===== config.mk =====
export PLATFORM = sky130hd
export DESIGN_NAME = change_dispenser
export DESIGN_NICKNAME = d
export VERILOG_FILES = /design/src/rtl/change_pkg.sv /design/src/rtl/cycle_timer.sv /design/src/rtl/change_dispenser.sv
export SDC_FILE = /design/constraint.sdc
export NUM_CORES = 1
export LEC_CHECK = 0
export ABC_AREA = 0
export BUFFER_PORTS_ARGS = -buffer_cell sky130_fd_sc_hd__buf_2
export CAP_MARGIN = 20
export CORE_MARGIN = 3
export CORE_UTILIZATION = 53
export CTS_CLUSTER_SIZE = 20
export DETAILED_ROUTE_END_ITERATION = 8
export GPL_ROUTABILITY_DRIVEN = 1
export GPL_TIMING_DRIVEN = 0
export PLACE_DENSITY = 0.75
export SLEW_MARGIN = 20
export SYNTH_ARGS = -nofsm -noshare
export SYNTH_HDL_FRONTEND = slang
export SYNTH_SLANG_ARGS = --single-unit

===== constraint.sdc =====
create_clock -name clk -period 3.6 [get_ports clk]
set_clock_uncertainty 0.05 [all_clocks]
set_input_delay 0.72 -clock clk [delete_from_list [all_inputs] [get_ports clk]]
set_output_delay 0.72 -clock clk [all_outputs]
set_load 0.1 [all_outputs]

===== src/rtl/change_pkg.sv =====
// rtl/change_pkg.sv - shared state enum, ch code constants and ch-to-coins mapping
package change_pkg;

  typedef enum logic [1:0] {
    ST_IDLE  = 2'd0,
    ST_REQ   = 2'd1,
    ST_GAP   = 2'd2,
    ST_FAULT = 2'd3
  } state_e;

  localparam logic [1:0] CH_NONE  = 2'b00;
  localparam logic [1:0] CH_ONE   = 2'b01;
  localparam logic [1:0] CH_TWO   = 2'b10;
  localparam logic [1:0] CH_THREE = 2'b11;

  // Number of coins requested by one ch code
  function automatic logic [1:0] ch_to_coins(input logic [1:0] code);
    logic [1:0] n;
    case (code)
      CH_ONE:   n = 2'd1;
      CH_TWO:   n = 2'd2;
      CH_THREE: n = 2'd3;
      default:  n = 2'd0;
    endcase
    return n;
  endfunction

endpackage


===== src/rtl/cycle_timer.sv =====
// rtl/cycle_timer.sv - loadable down-counter with done flag (gap and ack-timeout timing)
module cycle_timer #(
  parameter int W = 4
) (
  input  logic         clk_i,
  input  logic         rst_ni,
  input  logic         load_i,
  input  logic [W-1:0] load_val_i,
  input  logic         en_i,
  output logic         done_o
);

  logic [W-1:0] cnt_q;
  logic [W-1:0] cnt_d;

  // Load wins over count; counting stops at zero
  always_comb begin
    cnt_d = cnt_q;
    if (load_i) begin
      cnt_d = load_val_i;
    end else if (en_i && (cnt_q != '0)) begin
      cnt_d = cnt_q - W'(1);
    end
  end

  // Counter register, cleared by reset
  always_ff @(posedge clk_i or negedge rst_ni) begin
    if (!rst_ni) begin
      cnt_q <= '0;
    end else begin
      cnt_q <= cnt_d;
    end
  end

  assign done_o = (cnt_q == '0);

endmodule


===== src/rtl/change_dispenser.sv =====
// rtl/change_dispenser.sv - coin change dispenser FSM; optional ack timeout via CHANGE_TIMEOUT_EN
module change_dispenser
  import change_pkg::*;
#(
  parameter int MAX_OWED    = 15,
  parameter int GAP_CYCLES  = 2,
  parameter int ACK_TIMEOUT = 16
) (
  input  logic       clk,
  input  logic       R,
  input  logic [1:0] ch,
  output logic       coin_req,
  input  logic       coin_ack,
  input  logic       hopper_empty,
  input  logic       fault_clr,
  output logic [3:0] owed,
  output logic       busy,
  output logic       fault,
  output logic       ovf
);

  // Timer is loaded with (cycles - 1) and finishes when it reads zero
  localparam int TMAX = (GAP_CYCLES > ACK_TIMEOUT) ? GAP_CYCLES : ACK_TIMEOUT;
  localparam int TW   = (TMAX < 2) ? 1 : $clog2(TMAX);
  localparam logic [TW-1:0] GAP_LOAD = TW'((GAP_CYCLES > 0) ? GAP_CYCLES - 1 : 0);
`ifdef CHANGE_TIMEOUT_EN
  localparam logic [TW-1:0] ACK_LOAD = TW'((ACK_TIMEOUT > 0) ? ACK_TIMEOUT - 1 : 0);
`endif

  state_e         state_q;
  state_e         state_d;
  logic [3:0]     owed_q;
  logic [3:0]     owed_d;
  logic           clip;
  logic           dec;
  logic [5:0]     sum;
  logic           tmr_load;
  logic [TW-1:0]  tmr_val;
  logic           tmr_en;
  logic           tmr_done;

  cycle_timer #(
    .W (TW)
  ) u_timer (
    .clk_i      (clk),
    .rst_ni     (R),
    .load_i     (tmr_load),
    .load_val_i (tmr_val),
    .en_i       (tmr_en),
    .done_o     (tmr_done)
  );

  // Owed arithmetic: add requested coins, subtract an accepted ack, clamp at MAX_OWED
  always_comb begin
    dec    = (state_q == ST_REQ) && coin_ack && (owed_q != '0);
    sum    = 6'(owed_q) + 6'(ch_to_coins(ch)) - 6'(dec);
    clip   = 1'b0;
    owed_d = sum[3:0];
    if (sum > 6'(MAX_OWED)) begin
      owed_d = 4'(MAX_OWED);
      clip   = 1'b1;
    end
  end

  // Next-state and timer control, decided from the registered state and owed count
  always_comb begin
    state_d  = state_q;
    tmr_load = 1'b0;
    tmr_val  = '0;
    tmr_en   = 1'b0;
    case (state_q)
      ST_IDLE: begin
        if (owed_q != '0) begin
          if (hopper_empty) begin
            state_d = ST_FAULT;
          end else begin
            state_d = ST_REQ;
`ifdef CHANGE_TIMEOUT_EN
            tmr_load = 1'b1;
            tmr_val  = ACK_LOAD;
`endif
          end
        end
      end
      ST_REQ: begin
        if (coin_ack) begin
          if (GAP_CYCLES == 0) begin
            state_d = ST_IDLE;
          end else begin
            state_d  = ST_GAP;
            tmr_load = 1'b1;
            tmr_val  = GAP_LOAD;
          end
`ifdef CHANGE_TIMEOUT_EN
        end else if (tmr_done) begin
          state_d = ST_FAULT;
        end else begin
          tmr_en = 1'b1;
`endif
        end
      end
      ST_GAP: begin
        if (tmr_done) begin
          state_d = ST_IDLE;
        end else begin
          tmr_en = 1'b1;
        end
      end
      ST_FAULT: begin
        if (fault_clr && !hopper_empty) begin
          state_d = ST_IDLE;
        end
      end
      default: state_d = ST_IDLE;
    endcase
  end

  // State, owed count and all outputs registered together
  always_ff @(posedge clk or negedge R) begin
    if (!R) begin
      state_q  <= ST_IDLE;
      owed_q   <= '0;
      coin_req <= 1'b0;
      busy     <= 1'b0;
      fault    <= 1'b0;
      ovf      <= 1'b0;
    end else begin
      state_q  <= state_d;
      owed_q   <= owed_d;
      coin_req <= (state_d == ST_REQ);
      fault    <= (state_d == ST_FAULT);
      busy     <= (state_d != ST_IDLE) || (owed_d != '0);
      ovf      <= ovf | clip;
    end
  end

  assign owed = owed_q;

endmodule


==> reports/metrics.csv <==
metric,value,unit
cts.sinks,14,
period_share,89.8,%
grt_overflow,0,
synth-edff-count,0,
ys_seq_elements,14,
synthTopCellsByArea,"dfrtp_1 (41%), ha_1 (13%), inv_1 (5.8%)",
core,0.00140,mm²
antenna_found_initial,0,
cts_max_level,1,
critical_path_arrival,3.34,ns
yosys.area.top_type,dfrtp_1,
netlist_area,846,µm²
clk_path_buf_depth,2,
worst_pin_slew,0.488,ns
die_area,0.00211,mm²
reg2reg_depth,12,
cts_resized,0,
syn2layout_area_growth,15.1,%
synth-main-ff-cell,dfrtp_1,
clock_latency,0.28,ns
fill_cells,121,
crit_path_end_kind,flop,
worstPathMaxFanout,4,
max_slew_margin,67.7,%
grt_pass1_wl,2350,µm
antenna_cells,0,
drv_cap,0,
wl_per_cell,12.3,µm
drt_iter0_markers,6,
hold_buffers,0,
final_cell_mix,"buf_2 (14), inv_1 (13), dfrtp_1 (12), nor2_1 (10), ha_1 (9)",
root_buffer,clkbuf_4,
fin_crit,3.23,ns
setup_viol,0,
drt-total-wl,1450,µm
die-height,46.0,µm
final_common_cell,buf_2,
cts_buffers,3,
rsz0062_at_grt,no,
clkTransAtPathRegs,0.08,ns
io_buffers,14,
globalplace.congestion,0.742,
synth.avg_cell_area,9.95,µm²
grt_max_degree,15,
timing.fmax,309,MHz
final_nets,121,
async_flop_share,100,%
cp.required,3.70,ns
drt_first_pass_iters,4,
postCtsSetupRepairBufs,0,
cts_tree,yes,
maxSlewViolCount,0,
syn-num-nets,102,
die_w,46.0,µm
hold_viol,0,
yosys_warnings,0,
worst_setup_path_start_kind,flop,
track_usage,16.6,%
hp-class,in -> async,
dp_hpwl,1190,µm
yosysTopAreaCellShare,41.4,%
outcome,completed,
vias,636,
drc,0,
drive_gt1_share,26.2,%
ant_nets,0,
initial_core_util,60.5,%
io-pin-count,15,
rows,13,
reg2reg_slack,0.37,ns
crit_type,reg -> reg,
finalSetupTns,0,ns
syn_inst,85,
yosysSeqAreaShare,41.4,%
vias_per_cell,5.39,
synthDistinctLibCells,29,
grt_pass1_vias,589,
[state kept, by name, summed over array words and instances, names as in the netlist]
signal         cells
owed               4
u_timer.cnt_q      4
state_q            2
busy               1
coin_req           1
fault              1
ovf                1
[cell families (layout without fill, tap and decap cells)]
| family | Yosys count | in the layout | share of synthesized area, % |
|---|---|---|---|
| AOI/OAI and AO/OA | 12 | 12 | 11.1 |
| xor gates and xnor gates | 4 | 4 | 4.14 |
| adders and majority gates | 10 | 10 | 15.7 |
| buffers and inverters | 13 | 31 | 5.77 |
| DFF | 14 | 14 | 41.4 |
| and+or+nand+nor | 32 | 32 | 21.9 |
[through the flow]
| stage | cells | utilization (%) | worst slack (ns) | area (µm²) | hold slack [ns] |
|---|---|---|---|---|---|
| final | 118 | 69.6 | 0.366 | 973 | 0.268 |
| after global routing | 118 | 69.6 | 0.172 | 973 | 0.267 |
| after CTS | 118 | 69.6 | 0.348 | 973 | 0.268 |
| after detailed placement | 114 | 67.0 | 0.178 | 937 | 0.398 |
| after global placement | 114 | 67.0 | 0.194 | 937 | 0.395 |
| after floorplan | 85 | - | 0.270 | 848 | 0.374 |
[Yosys cell counts, types with 2 or more instances]
master    instances
ha_1              9
or4_1             2
nand2_1           2
a21oi_1           3
a211oi_1          2
nand2b_1          2
dfrtp_1          14
or2_2             4
nor2_1           10
xor2_1            2
xnor2_1           2
inv_1            13
nand3_1           4
[per-layer routing]
metal  wire [µm]  share of wire [%]  global-route usage [%]  vias to the layer above
met5           0                  0                       0                        -
met4          17                1.2                    8.52                        0
met3          62                4.3                    4.74                        2
met2         834                 58                    30.5                       10
met1         533                 37                    16.5                      296
li1            -                  -                       -                      328
[final timing paths]
check | from | end
max | owed[3]$_DFF_PN0_ | busy$_DFF_PN0_
min | R | u_timer.cnt_q[0]$_DFFE_PN0P_
max reg2reg | owed[3]$_DFF_PN0_ | busy$_DFF_PN0_
min reg2reg | ovf$_DFF_PN0_ | ovf$_DFF_PN0_
max in group asynchronous | R | owed[3]$_DFF_PN0_
min in group clk | ovf$_DFF_PN0_ | ovf$_DFF_PN0_
[area by class of cell]
type / instances / area (µm²) / share of cell area [%]
multi-input cells: 58 / 447 / 45.9
flip-flops and latches: 14 / 353 / 36.2
repair buffers: 14 / 70.1 / 7.20
inverters: 13 / 48.8 / 5.01
clock buffers: 4 / 36.3 / 3.73
well taps: 15 / 18.8 / 1.93
[worst max-delay path: stages (launching register included)]
cell,delay (ns)
dfrtp_2,0.44
inv_1,0.10
ha_1,0.18
nor3b_2,0.20
nor2_1,0.07
ha_1,0.27
inv_1,0.04
ha_1,0.20
fa_1,0.39
and3b_1,0.22
o31ai_2,0.28
nand3_1,0.14
or4_1,0.54
Power is left out: the tool's default activity adds up to more than one toggle a clock period on the data nets, which glitch-free logic cannot reach.
